==> config.mk <==
export PLATFORM = sky130hd
export DESIGN_NAME = key_event_gen
export DESIGN_NICKNAME = d
export VERILOG_FILES = /design/src/rtl/key_event_pkg.sv /design/src/rtl/key_event_gen_key_channel.sv /design/src/rtl/key_event_gen.sv
export SDC_FILE = /design/constraint.sdc
export NUM_CORES = 1
export LEC_CHECK = 0
export ABC_AREA = 1
export BUFFER_PORTS_ARGS = -buffer_cell sky130_fd_sc_hd__buf_2
export CAP_MARGIN = 5
export CORE_MARGIN = 2
export CORE_UTILIZATION = 46
export DETAILED_ROUTE_END_ITERATION = 10
export HOLD_SLACK_MARGIN = 0.1
export PLACE_DENSITY = 0.65
export SLEW_MARGIN = 20
export SYNTH_ARGS = -nofsm -noshare
export SYNTH_HDL_FRONTEND = slang
export SYNTH_SLANG_ARGS = --single-unit
==> constraint.sdc <==
create_clock -name CLOCK_50 -period 2.68 [get_ports CLOCK_50]
set_input_delay 0.268 -clock CLOCK_50 [delete_from_list [all_inputs] [get_ports CLOCK_50]]
set_output_delay 0.268 -clock CLOCK_50 [all_outputs]
set_load 0.02 [all_outputs]
==> src/rtl/key_event_pkg.sv <==
// Shared types and timing defaults for the DE2 pushbutton event generator.
// Optional auto-repeat is enabled by defining KEY_AUTO_REPEAT_EN.
package key_event_pkg;

  typedef enum logic [1:0] {
    IDLE       = 2'd0,
    PRESS_DB   = 2'd1,
    HELD       = 2'd2,
    RELEASE_DB = 2'd3
  } key_state_t;

  // Default timing in 50 MHz cycles: 10 ms debounce, 0.5 s hold, 0.1 s repeat.
  localparam int DEF_NUM_KEYS        = 3;
  localparam int DEF_DEBOUNCE_CYCLES = 500000;
  localparam int DEF_HOLD_CYCLES     = 25000000;
  localparam int DEF_REPEAT_CYCLES   = 5000000;

  // Bits needed to count 0..n-1, never less than one.
  function automatic int cnt_width(input int n);
    return (n < 2) ? 1 : $clog2(n);
  endfunction

endpackage

==> src/rtl/key_event_gen_key_channel.sv <==
// One key: two-flop synchroniser, debounce FSM, press/release/repeat pulses.
// Auto-repeat counter and phase flag exist only when KEY_AUTO_REPEAT_EN is defined.
module key_channel
  import key_event_pkg::*;
#(
  parameter int DEBOUNCE_CYCLES = DEF_DEBOUNCE_CYCLES,
  parameter int HOLD_CYCLES     = DEF_HOLD_CYCLES,
  parameter int REPEAT_CYCLES   = DEF_REPEAT_CYCLES
) (
  input  logic       clk,
  input  logic       reset,
  input  logic       key_n,
  output logic       pressed,
  output logic       press_pulse,
  output logic       release_pulse,
  output logic       repeat_pulse,
  output key_state_t state
);

  localparam int DB_W = cnt_width(DEBOUNCE_CYCLES);
  localparam logic [DB_W-1:0] DB_LAST = DB_W'(DEBOUNCE_CYCLES - 1);

  logic            sync1;
  logic            sync2;
  logic            key_s;
  logic [DB_W-1:0] db_cnt;

  assign key_s = sync2;

`ifdef KEY_AUTO_REPEAT_EN
  localparam int REP_W = cnt_width((HOLD_CYCLES > REPEAT_CYCLES) ? HOLD_CYCLES : REPEAT_CYCLES);
  localparam logic [REP_W-1:0] HOLD_LAST = REP_W'(HOLD_CYCLES - 1);
  localparam logic [REP_W-1:0] REP_LAST  = REP_W'(REPEAT_CYCLES - 1);

  logic [REP_W-1:0] rep_cnt;
  logic             rep_phase;
  logic             rep_hit;

  // First repeat waits the long hold time, later ones the short period.
  assign rep_hit = rep_phase ? (rep_cnt == REP_LAST) : (rep_cnt == HOLD_LAST);
`else
  assign repeat_pulse = 1'b0;
`endif

  always_ff @(posedge clk) begin
    if (reset) begin
      sync1         <= 1'b0;
      sync2         <= 1'b0;
      state         <= IDLE;
      db_cnt        <= '0;
      pressed       <= 1'b0;
      press_pulse   <= 1'b0;
      release_pulse <= 1'b0;
`ifdef KEY_AUTO_REPEAT_EN
      rep_cnt       <= '0;
      rep_phase     <= 1'b0;
      repeat_pulse  <= 1'b0;
`endif
    end else begin
      sync1         <= ~key_n;
      sync2         <= sync1;
      press_pulse   <= 1'b0;
      release_pulse <= 1'b0;
`ifdef KEY_AUTO_REPEAT_EN
      repeat_pulse  <= 1'b0;
`endif
      case (state)
        IDLE: begin
          if (key_s) begin
            state  <= PRESS_DB;
            db_cnt <= '0;
          end
        end
        PRESS_DB: begin
          if (!key_s) begin
            state <= IDLE;
          end else if (db_cnt == DB_LAST) begin
            state       <= HELD;
            pressed     <= 1'b1;
            press_pulse <= 1'b1;
`ifdef KEY_AUTO_REPEAT_EN
            rep_cnt     <= '0;
`endif
          end else begin
            db_cnt <= db_cnt + DB_W'(1);
          end
        end
        HELD: begin
          if (!key_s) begin
            state  <= RELEASE_DB;
            db_cnt <= '0;
          end else begin
`ifdef KEY_AUTO_REPEAT_EN
            if (rep_hit) begin
              repeat_pulse <= 1'b1;
              rep_cnt      <= '0;
              rep_phase    <= 1'b1;
            end else begin
              rep_cnt <= rep_cnt + REP_W'(1);
            end
`endif
          end
        end
        RELEASE_DB: begin
          // A bounce back to pressed resumes HELD with the repeat count intact.
          if (key_s) begin
            state <= HELD;
          end else if (db_cnt == DB_LAST) begin
            state         <= IDLE;
            pressed       <= 1'b0;
            release_pulse <= 1'b1;
`ifdef KEY_AUTO_REPEAT_EN
            rep_phase     <= 1'b0;
`endif
          end else begin
            db_cnt <= db_cnt + DB_W'(1);
          end
        end
        default: state <= IDLE;
      endcase
    end
  end

endmodule

==> src/rtl/key_event_gen.sv <==
// DE2 KEY conditioner: NUM_KEYS independent debounced channels with event pulses.
// Define KEY_AUTO_REPEAT_EN to enable hold-to-repeat on each key.
module key_event_gen
  import key_event_pkg::*;
#(
  parameter int NUM_KEYS        = DEF_NUM_KEYS,
  parameter int DEBOUNCE_CYCLES = DEF_DEBOUNCE_CYCLES,
  parameter int HOLD_CYCLES     = DEF_HOLD_CYCLES,
  parameter int REPEAT_CYCLES   = DEF_REPEAT_CYCLES
) (
  input  logic                  CLOCK_50,
  input  logic                  reset,
  input  logic [NUM_KEYS-1:0]   key_n,
  output logic [NUM_KEYS-1:0]   pressed,
  output logic [NUM_KEYS-1:0]   press_pulse,
  output logic [NUM_KEYS-1:0]   release_pulse,
  output logic [NUM_KEYS-1:0]   repeat_pulse,
  output logic [NUM_KEYS-1:0]   inc_pulse,
  output logic [2*NUM_KEYS-1:0] chan_state
);

  for (genvar i = 0; i < NUM_KEYS; i++) begin : g_chan
    key_state_t st;

    key_channel #(
      .DEBOUNCE_CYCLES (DEBOUNCE_CYCLES),
      .HOLD_CYCLES     (HOLD_CYCLES),
      .REPEAT_CYCLES   (REPEAT_CYCLES)
    ) u_chan (
      .clk           (CLOCK_50),
      .reset         (reset),
      .key_n         (key_n[i]),
      .pressed       (pressed[i]),
      .press_pulse   (press_pulse[i]),
      .release_pulse (release_pulse[i]),
      .repeat_pulse  (repeat_pulse[i]),
      .state         (st)
    );

    assign chan_state[2*i +: 2] = st;
  end

  // repeat_pulse is constant 0 without auto-repeat, leaving inc_pulse = press_pulse.
  assign inc_pulse = press_pulse | repeat_pulse;

endmodule

==> run metrics, run 1 <==
status complete, no violations; setup tns final 0 ps; total track usage 19.85%; most common cell after layout, fill and taps aside nand2_1; initial antenna violation count 0; CTS tree done; most frequent cells in the layout nand2_1, nor2_1, inv_1, dfxtp_1, nand3_1; hold crit path type reg2reg; Max transition margin around two thirds; pwr/cell area roughly 470 mW/mm^2; Worst-path clk slew around 80 ps; Via density 4.930; IO Port Bufs 22; CP startpoint g_chan[1].u_chan.state[0]$_SDFFE_PP0P_; Netlist cell types 35; fill count roughly 1000; clock share of power approximately 46%; num rows 36; final antenna-violating net count 0; P_int about 1.8 mW; RSZ-0062 raised after global routing no; n_diodes 0; htree depth 3; Final Non-Filler Cells a little under 900; Sw Ratio between 20% and 30%; period utilization a little under three quarters; Die Ht between 100 and 150 microns; WL/cell 11.89 microns; CP startpoint kind register; Synth Warn # 0; Setup Viol. Count Final 0; DRT Pass-1 Iters 4; DRC 0; Die Area between 0.01 and 0.015 sq mm; CTS Buf Count 9; IO Pins 26; Layout area overhead 7.504%; initial cell density of the core between 40 and 50%; worst-path fanout max 23; peak supply drop 264.0 uV; sequential share of power 50.4%; Seq/Total Area, Yosys 33.93%; CP endpoint kind register; Lkg Pwr 1.936 nW; Crit Reg-Reg Startpoint g_chan[1].u_chan.state[0]$_SDFFE_PP0P_; critical path class reg2reg; final core utilization between 50% and 60%; cell count after synthesis around 730; total grt overflow 0; DP HPWL 7586 microns; Comb power frac 3.7%; post-synthesis register bit count 78; worst-skew pair later-pin latency between 300 and 400 ps; routed vias approximately 4300; layout cells sized above 1 about 11%; crit path DAT about 2200 ps; Max-cap violations 0; pin count of the biggest net entering global routing between 40 and 50; worst min-delay path startpoint g_chan[2].u_chan.sync1$_SDFF_PP0_; Req. time, crit path between 2000 and 3000 ps; Psw 519.4 uW; core area around 0.0097 sq mm; Root Driver clkbuf_8; f_max between 0.5 and 0.6 GHz; Syn Area/Cell 6.278 sq um; # clock sinks 78; Slew Limit Fails 0; Initial DRC Count between 150 and 200; hold slack 407.9 ps; nets roughly 750; Bufs on Longest Clock Path 2; Fin. Hold Viols 0; Die Width roughly 100 microns; Worst-Margin Slew 510.2 ps; Syn Std Cell Area about 0.0046 sq mm; global-route wire length before repair between 15000 and 20000 microns; Detailed Route WL 10470 microns; Clock Skew between 7 and 8 ps; vias in the first global route 3969; Tmin final 1923 ps; Inst Count DP around 860; GPL Wtd Cong about 0.90
[synth_stat cells]
cell      count  share of area, %
nor2_1      152                12
dfxtp_1      78                34
nand2_4       1              0.24
o211ai_1      3              0.49
nand3_2       4              0.87
o21bai_1      3              0.49
buf_2         2              0.22
a31o_2        1              0.19
nand4_1      14               1.9
nand3b_1      2              0.33
nor2_4        5               1.2
nor3_1        2              0.22
nor3_2        2              0.44
buf_1         1             0.081
nor3b_1       1              0.16
clkinv_1      1             0.081
conb_1        1             0.081
inv_2         5              0.41
nor4_1        2              0.27
ha_1          3              0.82
o21ai_0      20               2.2
nor2_2        7              0.95
nand2_2       6              0.82
buf_4        16               2.6
inv_1        87               7.1
buf_6         5               1.2
clkbuf_1      6              0.49
nand2_1     194                16
nand3_1      51               5.5
xor2_1       12               2.3
a21oi_2       9               1.7
and2_1        1              0.14
a21oi_1      33               3.6
xnor2_1       2              0.38
buf_8         1              0.33
[area by class of cell]
type | count | area (sq um) | area share [%]
clock inverter | 7 | 112.6 | 2.276
inverter | 93 | 349.1 | 7.056
clock buffer | 9 | 123.9 | 2.504
multi-input combinational | 533 | 2471 | 49.95
timing repair buffer | 28 | 162.7 | 3.288
tap | 133 | 166.4 | 3.364
sequential | 78 | 1562 | 31.56
[final timing paths]
path                                        endpoint  slack (ps)  cells after the start
max reg2reg  g_chan[1].u_chan.db_cnt[9]$_SDFFE_PP0P_         760                     10
min                g_chan[2].u_chan.key_s$_SDFF_PP0_         410                      2
min reg2reg        g_chan[2].u_chan.key_s$_SDFF_PP0_         410                      2
max          g_chan[1].u_chan.db_cnt[9]$_SDFFE_PP0P_         760                     10
[through the flow]
step	worst slack [ps]	cell area [sq um]	power (mW)
3_5_place_dp	811.4	4681	1.279
3_3_place_gp	902.7	4681	1.278
2_1_floorplan	1103	4609	1.265
4_1_cts	780.1	4947	2.342
5_1_grt	544.9	4947	2.398
6_report	756.7	4947	2.318
[sequential cells by signal, summed over array words and instances, names as in the netlist, named ones only]
register / count
g_chan.u_chan.db_cnt: 57
g_chan.u_chan.key_s: 3
g_chan.u_chan.press_pulse: 3
g_chan.u_chan.pressed: 3
g_chan.u_chan.release_pulse: 3
g_chan.u_chan.state: 3
g_chan.u_chan.sync1: 3
[logic make-up after synthesis]
kind of cell	after synthesis	share of synthesized area, %
other	1	0.08149
AND/OR/NAND/NOR	444	41.33
AO/OA/AOI/OAI	69	8.646
adder cells (fa/ha/maj)	3	0.8157
XOR/XNOR	14	2.665
buffers and inverters	124	12.53
flip-flops	78	33.93
[critical path: stages, from the launching register on]
cell and delay (ps):
dfxtp_1 530, nand2_1 80, inv_1 60, nand2_1 50, nor2_1 190, nand3_2 130, nand2_2 340, inv_1 200
nor2_1 120, nor2_1 50, nor2_1 80
[metal layers]
metal	part of all wire [%]	global-route usage, %
met5	0	0
met2	48	33.79
met3	3.2	3.885
met1	47	24.81
met4	2.2	7.529
[what timing repair did]
| item | in CTS | in global routing |
|---|---|---|
| endpoints found under the hold margin | 3 | 0 |
| resized for setup | 0 | 0 |
| hold buffers | 3 | 0 |
| setup buffers | 0 | 0 |
| setup endpoints to repair | 0 | 0 |
[power by group through the flow]
| stage | combinational [mW] | sequential (mW) | clock, mW |
|---|---|---|---|
| 6_report | 0.0849 | 1.17 | 1.06 |
| 3_5_place_dp | 0.0823 | 1.20 | 0 |
| 4_1_cts | 0.0855 | 1.17 | 1.09 |
| 2_1_floorplan | 0.0689 | 1.20 | 0 |
| 3_3_place_gp | 0.0812 | 1.20 | 0 |
| 5_1_grt | 0.0945 | 1.17 | 1.13 |
Note: power is estimated with default switching activity, not from simulation.
==> run 2: changes to the inputs <==
--- a/config.mk
+++ b/config.mk
@@ -5,14 +5,14 @@
 export SDC_FILE = /design/constraint.sdc
 export NUM_CORES = 1
 export LEC_CHECK = 0
-export ABC_AREA = 1
+export ABC_AREA = 0
 export BUFFER_PORTS_ARGS = -buffer_cell sky130_fd_sc_hd__buf_2
 export CAP_MARGIN = 5
 export CORE_MARGIN = 2
 export CORE_UTILIZATION = 46
 export DETAILED_ROUTE_END_ITERATION = 10
 export HOLD_SLACK_MARGIN = 0.1
-export PLACE_DENSITY = 0.65
+export PLACE_DENSITY = 0.68
 export SLEW_MARGIN = 20
 export SYNTH_ARGS = -nofsm -noshare
 export SYNTH_HDL_FRONTEND = slang
==> constraint.sdc (replaced) <==
create_clock -name CLOCK_50 -period 1.7 [get_ports CLOCK_50]
set_input_delay 0.17 -clock CLOCK_50 [delete_from_list [all_inputs] [get_ports CLOCK_50]]
set_output_delay 0.17 -clock CLOCK_50 [all_outputs]
set_load 0.02 [all_outputs]
==> run metrics, run 2 <==
Slew Limit Fails 0 (unchanged); critical path endpoint g_chan[0].u_chan.db_cnt[5]$_SDFFE_PP0P_ (was g_chan[1].u_chan.db_cnt[9]$_SDFFE_PP0P_); CP peak stage delay 550 ps (was 530 ps); critical path class reg2reg (unchanged); Biggest register g_chan.u_chan.db_cnt (unchanged); FF-to-FF End g_chan[0].u_chan.db_cnt[5]$_SDFFE_PP0P_ (was g_chan[1].u_chan.db_cnt[9]$_SDFFE_PP0P_); CP startpoint kind register (unchanged); global-route met3 utilization 4.743% (was 3.885%); DP HPWL 6468 microns (was 7586 microns); Setup Viol. Count Final 11 (was 0); crit path DAT 2090 ps (was 2210 ps); GPL Wtd Cong 0.8917 (was 0.9005); Power, Total 3.450 mW (was 2.318 mW); most instantiated cells after synthesis dfxtp_1, nor2_1, nand2_1 (was nand2_1, nor2_1, inv_1); Inst Count DP 626 (was 862); CTS tree done (unchanged); Adder-Cell Fraction of Synth Area 0.9846% (was 0.8157%); worst-path fanout max 6 (was 23); pin count of the biggest net entering global routing 25 (was 41); Syn Std Cell Area 0.003812 sq mm (was 0.004602 sq mm); R2R cell count 6 (was 10); pwr/cell area 665.8 mW/mm^2 (was 468.6 mW/mm^2); fill count 682 (was 1038); f_max 0.5559 GHz (was 0.5199 GHz); # clock sinks 78 (unchanged); CP startpoint g_chan[0].u_chan.db_cnt[11]$_SDFFE_PP0P_ (was g_chan[1].u_chan.state[0]$_SDFFE_PP0P_); Tmin final 1799 ps (was 1923 ps); hold slack 236.6 ps (was 407.9 ps); n_diodes 0 (unchanged); max reg flops 57 (unchanged); met2 usage 37.17% (was 33.79%); most frequent cells in the layout buf_4, dfxtp_1, nor2_1, nand2_1, buf_2 (was nand2_1, nor2_1, inv_1, dfxtp_1, nand3_1); Layout area overhead 35.90% (was 7.504%); CTS Buf Count 9 (unchanged); Fin. Hold Viols 0 (unchanged); final antenna-violating net count 0 (unchanged); period utilization 105.8% (was 71.76%); global-route wire length before repair 15370 microns (was 17810 microns); total track usage 21.52% (was 19.85%); Crit Reg-Reg Startpoint g_chan[0].u_chan.db_cnt[11]$_SDFFE_PP0P_ (was g_chan[1].u_chan.state[0]$_SDFFE_PP0P_); Die Ht 95.04 microns (was 104.0 microns); DRT Pass-1 Iters 5 (was 4); WL/cell 14.82 microns (was 11.89 microns); met1 usage 26.86% (was 24.81%); area post-placement 0.004526 sq mm (was 0.004681 sq mm); Req. time, crit path 1990 ps (was 2960 ps); top cells by area, synth dfxtp_1, nor2_1, xnor2_1, nand3_1, nand2_1 (was dfxtp_1, nand2_1, nor2_1, inv_1, nand3_1); Detailed Route WL 9722 microns (was 10470 microns); share of the synthesized area in the top cell type 40.96% (was 33.93%); FF+latch area 0.001590 sq mm (was 0.001562 sq mm); Worst-path clk slew 80 ps (about the same); initial antenna violation count 0 (unchanged); num rows 33 (was 36); post-synthesis register bit count 78 (unchanged); IO Port Bufs 22 (unchanged); mux cell area share after synthesis 1.838% (was 0%); cell with the most instances after synthesis dfxtp_1 (was nand2_1); routed vias 3565 (was 4343); htree depth 3 (unchanged); DRC 0 (unchanged); most common cell after layout, fill and taps aside buf_4 (was nand2_1); ys async rst share 0% (unchanged); most used routing layer met2 (unchanged); Clock Skew 11.99 ps (was 7.480 ps); total grt overflow 0 (unchanged); peak supply drop 335.7 uV (was 264.0 uV); Syn Area/Cell 8.606 sq um (was 6.278 sq um); top_reg_cell synth dfxtp_1 (unchanged); vias in the first global route 3353 (was 3969); Cell Chain, Critical Path or4b_4, nor4_4, a21oi_4, buf_6, a21o_1, a21oi_2 (was nand2_1, inv_1, nand2_1, nor2_1, nand3_2, nand2_2, inv_1, nor2_1, nor2_1, nor2_1); Bufs on Longest Clock Path 2 (unchanged); Final WS setup -98.80 ps (was 756.7 ps); CP endpoint kind register (unchanged); Synth area leader dfxtp_1 (unchanged); Via density 5.434 (was 4.930); Die Width 95.04 microns (was 104.0 microns); Multi-input gate area 0.002308 sq mm (was 0.002471 sq mm); failing checks setup timing; pre-CTS setup slack -115.5 ps (was 811.4 ps); combinational family with the most area after synthesis simple AND/OR/NAND/NOR gates (unchanged); Max-cap violations 0 (unchanged); status finished, violations left (was complete, no violations); core area 0.008134 sq mm (was 0.009729 sq mm); Final Non-Filler Cells 656 (was 881); Die Area 0.009032 sq mm (was 0.01082 sq mm); nets 555 (was 751); simple logic cell fraction of the synthesized area 29.93% (was 41.33%); Lkg Pwr 2.005 nW (was 1.936 nW); XOR/XNOR share of the synthesized area 7.089% (was 2.664%); layout cells sized above 1 38.11% (was 10.83%); CP Buf/Inv Count 1 (was 2); Netlist cell types 64 (was 35); Post-synth EDFFs 0 (unchanged); Initial DRC Count 129 (was 198); initial cell density of the core 46.87% (was 47.30%); IO Pins 26 (unchanged); cell count after synthesis 443 (was 733); Reg2Reg Setup Slack -100 ps (was 760 ps); RSZ-0062 raised after global routing yes (was no); slowest CP cell or4b_4 (was dfxtp_1); post-route cell area 0.005181 sq mm (was 0.004947 sq mm); Compound-Gate Fraction of Synth Area 13.06% (was 8.646%); Seq/Total Area, Yosys 40.96% (was 33.93%); Root Driver clkbuf_8 (unchanged); CP top delay family simple AND/OR/NAND/NOR gates (unchanged); critical path depth 6 (was 10); Synth Warn # 0 (unchanged); worst-skew pair later-pin latency 350 ps (about the same); hold crit path type in2reg (was reg2reg)
## run 2: cell count changes in the layout (fill, tap and decap cells not counted), moves of 12 or more
cell,previous run,this run
dfxtp_1,78,61
a21oi_1,33,20
dfxtp_2,0,14
buf_4,3,80
nand3_1,51,19
nor3_1,2,14
xnor2_1,2,16
buf_6,0,15
inv_1,87,14
nor2_1,152,47
nand2_1,194,32
## run 2: what timing repair did
action | 4_1_cts | 5_1_grt
setup endpoints to repair | 25 | 46
hold buffers | 3 | 0
gates resized for setup | 18 | 66
cloned | 0 | 0
hold endpoints to repair | 3 | 0
buffers inserted | 2 | 11
pin swaps | 12 | 38
## run 2: cells by family after synthesis
group / after synthesis
buffers and inverters: 43
adders and majority gates: 3
other: 1
AOI/OAI and AO/OA: 76
and+or+nand+nor: 205
muxes: 7
xor gates and xnor gates: 30
DFF: 78
## run 2: worst min-delay path: stages
cell	delay, ps
buf_2	90
buf_4	220
nor2b_1	70
## run 2: worst min-delay path by stage
stage               startpoint                                 to  slack, ps  cells after the start
floorplan             key_n[0]  g_chan[0].u_chan.sync1$_SDFF_PP0_        240                      1
global placement      key_n[1]  g_chan[1].u_chan.sync1$_SDFF_PP0_        320                      2
detailed placement    key_n[1]  g_chan[1].u_chan.sync1$_SDFF_PP0_        320                      2
CTS                      reset  g_chan[2].u_chan.sync1$_SDFF_PP0_        200                      3
global route             reset  g_chan[2].u_chan.sync1$_SDFF_PP0_        220                      3
finish                   reset  g_chan[2].u_chan.key_s$_SDFF_PP0_        240                      3
## run 2: through the flow
stage               util (%)  setup TNS [ps]
floorplan                  -          -98.43
global placement       55.64          -425.1
detailed placement     55.64          -996.3
CTS                    59.45          -788.1
global route           63.70           -2136
finish                 63.70          -647.8
## run 2: final cells by class
cell class              count  share of cell area, %
clock buffers              11                  2.729
repair buffers            120                  17.56
well taps                 105                  2.536
flip-flops and latches     78                  30.69
inverters                  14                  1.014
clock inverters             4                 0.9177
multi-input cells         324                  44.55
## run 2: layer usage
layer	wire length (microns)	vias to the layer above
li1	-	1788
met1	4331	1680
met2	4836	87
met3	431	10
met4	123	0
met5	0	-
## run 2: power breakdown
group	internal, mW	switching (mW)
Combinational	0.0852	0.130
Clock	0.707	0.674
Sequential	1.84	0.0139
Total	2.63	0.817
==> run 3: changes to the inputs <==
--- a/config.mk
+++ b/config.mk
@@ -8,11 +8,13 @@
 export ABC_AREA = 0
 export BUFFER_PORTS_ARGS = -buffer_cell sky130_fd_sc_hd__buf_2
 export CAP_MARGIN = 5
+export CELL_PAD_IN_SITES_DETAIL_PLACEMENT = 1
+export CELL_PAD_IN_SITES_GLOBAL_PLACEMENT = 1
 export CORE_MARGIN = 2
-export CORE_UTILIZATION = 46
+export CORE_UTILIZATION = 41
 export DETAILED_ROUTE_END_ITERATION = 10
 export HOLD_SLACK_MARGIN = 0.1
-export PLACE_DENSITY = 0.68
+export PLACE_DENSITY = 0.77
 export SLEW_MARGIN = 20
 export SYNTH_ARGS = -nofsm -noshare
 export SYNTH_HDL_FRONTEND = slang
==> run metrics, run 3 (synthesis gave the netlist of run 2 again) <==
status finished, violations left (unchanged); failing checks setup timing (unchanged); Multi-input gate area 0.002472 sq mm (was 0.002308 sq mm); CTS Buf Count 9 (unchanged); Final WS setup -123.0 ps (was -98.80 ps); Setup Viol. Count Final 28 (was 11); CP Buf/Inv Count 1 (unchanged); most frequent cells in the layout buf_4, dfxtp_1, nor2_1, nand2_1, buf_2 (unchanged); CP startpoint kind register (unchanged); peak supply drop 494.1 uV (was 335.7 uV); Root Driver clkbuf_8 (unchanged); Via density 5.768 (was 5.434); initial antenna violation count 0 (unchanged); Fin. Hold Viols 0 (unchanged); total grt overflow 0 (unchanged); global-route wire length before repair 18350 microns (was 15370 microns); Detailed Route WL 13420 microns (was 9722 microns); GPL Wtd Cong 0.8372 (was 0.8917); DP HPWL 7928 microns (was 6468 microns); slowest CP cell dfxtp_1 (was or4b_4); Slew Limit Fails 0 (unchanged); Worst-path clk slew 90 ps (was 80 ps); period utilization 107.2% (was 105.8%); Die Area 0.01009 sq mm (was 0.009032 sq mm); IO Port Bufs 22 (unchanged); Req. time, crit path 2010 ps (was 1990 ps); IO Pins 26 (unchanged); Initial DRC Count 191 (was 129); layout cells sized above 1 41.61% (was 38.11%); initial cell density of the core 41.85% (was 46.87%); Biggest register g_chan.u_chan.db_cnt (unchanged); Layout area overhead 40.63% (was 35.90%); hold crit path type in2reg (unchanged); Clock Skew 9.796 ps (was 11.99 ps); Die Width 100.4 microns (was 95.04 microns); DRT Pass-1 Iters 4 (was 5); most common cell after layout, fill and taps aside buf_4 (unchanged); critical path class reg2reg (unchanged); vias in the first global route 3760 (was 3353); routed vias 3801 (was 3565); total track usage 22.99% (was 21.52%); CP top delay family simple AND/OR/NAND/NOR gates (unchanged); Crit Reg-Reg Startpoint g_chan[0].u_chan.db_cnt[1]$_SDFFE_PP0P_ (was g_chan[0].u_chan.db_cnt[11]$_SDFFE_PP0P_); worst-path fanout max 6 (unchanged); CP startpoint g_chan[0].u_chan.db_cnt[1]$_SDFFE_PP0P_ (was g_chan[0].u_chan.db_cnt[11]$_SDFFE_PP0P_); n_diodes 0 (unchanged); worst min-delay path startpoint reset (unchanged); Final Non-Filler Cells 659 (was 656); RSZ-0062 raised after global routing yes (unchanged); Max-cap violations 0 (unchanged); FF+latch area 0.001599 sq mm (was 0.001590 sq mm); Die Ht 100.4 microns (was 95.04 microns); final core utilization 58.86% (was 63.70%); DRC 0 (unchanged); htree depth 3 (unchanged); CP endpoint kind register (unchanged); Lkg Pwr 2.093 nW (was 2.005 nW); CTS tree done (unchanged); Cell Chain, Critical Path ha_2, nand4_1, nor4_4, a21oi_2, buf_12, nor3b_2, a41o_2 (was or4b_4, nor4_4, a21oi_4, buf_6, a21o_1, a21oi_2); worst-skew pair later-pin latency 360 ps (was 350 ps); nets 551 (was 555); f_max 0.5485 GHz (was 0.5559 GHz); setup tns final -1336 ps (was -647.8 ps); # clock sinks 78 (unchanged); pre-CTS setup slack -73.51 ps (was -115.5 ps); Bufs on Longest Clock Path 2 (unchanged); Max transition margin 65.62%; Tmin final 1823 ps (was 1799 ps); max reg flops 57 (unchanged); crit path DAT 2130 ps (was 2090 ps); fill count 1052 (was 682); Worst-Margin Slew slightly above 500 ps; pwr/cell area 672.9 mW/mm^2 (was 665.8 mW/mm^2); WL/cell 20.37 microns (was 14.82 microns); core area 0.009109 sq mm (was 0.008134 sq mm); final antenna-violating net count 0 (unchanged); CP peak stage delay 380 ps (was 550 ps); num rows 35 (was 33); Inst Count DP 626 (unchanged); pin count of the biggest net entering global routing 22 (was 25)
run 3: worst reg2reg max path, stage by stage (launching register included):
cell	delay (ps)
dfxtp_1	380
ha_2	220
nand4_1	210
nor4_4	350
a21oi_2	140
buf_12	170
nor3b_2	160
a41o_2	130
run 3: area by class of cell:
| class | instances | area share [%] |
|---|---|---|
| Clock inverter | 5 | 1.050 |
| Multi-Input combinational cell | 324 | 46.11 |
| Inverter | 14 | 0.9802 |
| Timing Repair Buffer | 116 | 16.59 |
| Tap cell | 111 | 2.590 |
| Sequential cell | 78 | 29.82 |
| Clock buffer | 11 | 2.847 |
run 3: per-stage QoR:
stage / total power, mW / area (sq um) / hold slack, ps
2_1_floorplan: 2.022 / 3854 / 236.7
3_3_place_gp: 2.087 / 4501 / 324.0
3_5_place_dp: 2.094 / 4501 / 328.5
4_1_cts: 3.570 / 4865 / 289.8
5_1_grt: 3.699 / 5361 / 322.3
6_report: 3.608 / 5361 / 313.8
run 3: per-layer routing:
layer | vias to the layer above | track usage (%) | wire length, microns
li1 | 1776 | - | -
met1 | 1900 | 28.63 | 5457
met3 | 33 | 3.412 | 397
met2 | 92 | 40.58 | 7153
met4 | 0 | 7.692 | 415
met5 | - | 0 | 0
run 3: final timing paths:
| path | to | slack, ps | cells past startpoint |
|---|---|---|---|
| worst max-delay path | g_chan[0].u_chan.db_cnt[1]$_SDFFE_PP0P_ | -120 | 7 |
| worst min-delay path | g_chan[2].u_chan.key_s$_SDFF_PP0_ | 310 | 3 |
| worst max register to register | g_chan[0].u_chan.db_cnt[1]$_SDFFE_PP0P_ | -120 | 7 |
| worst min register to register | g_chan[2].u_chan.key_s$_SDFF_PP0_ | 440 | 1 |
run 3: repair_timing:
action / CTS / global route
pin swaps: 8 / 31
endpoints found under the setup margin: 32 / 53
hold buffers: 3 / 0
buffers inserted: 3 / 12
gates resized for setup: 21 / 96
endpoints found under the hold margin: 3 / 0
run 3: where the power goes:
group          total (mW)  internal, mW  switching [mW]  leakage [nW]
sequential           1.86          1.84          0.0159         0.643
clock                1.52         0.767           0.752         0.104
combinational       0.232        0.0872           0.145          1.35
total                3.61          2.70           0.913          2.09
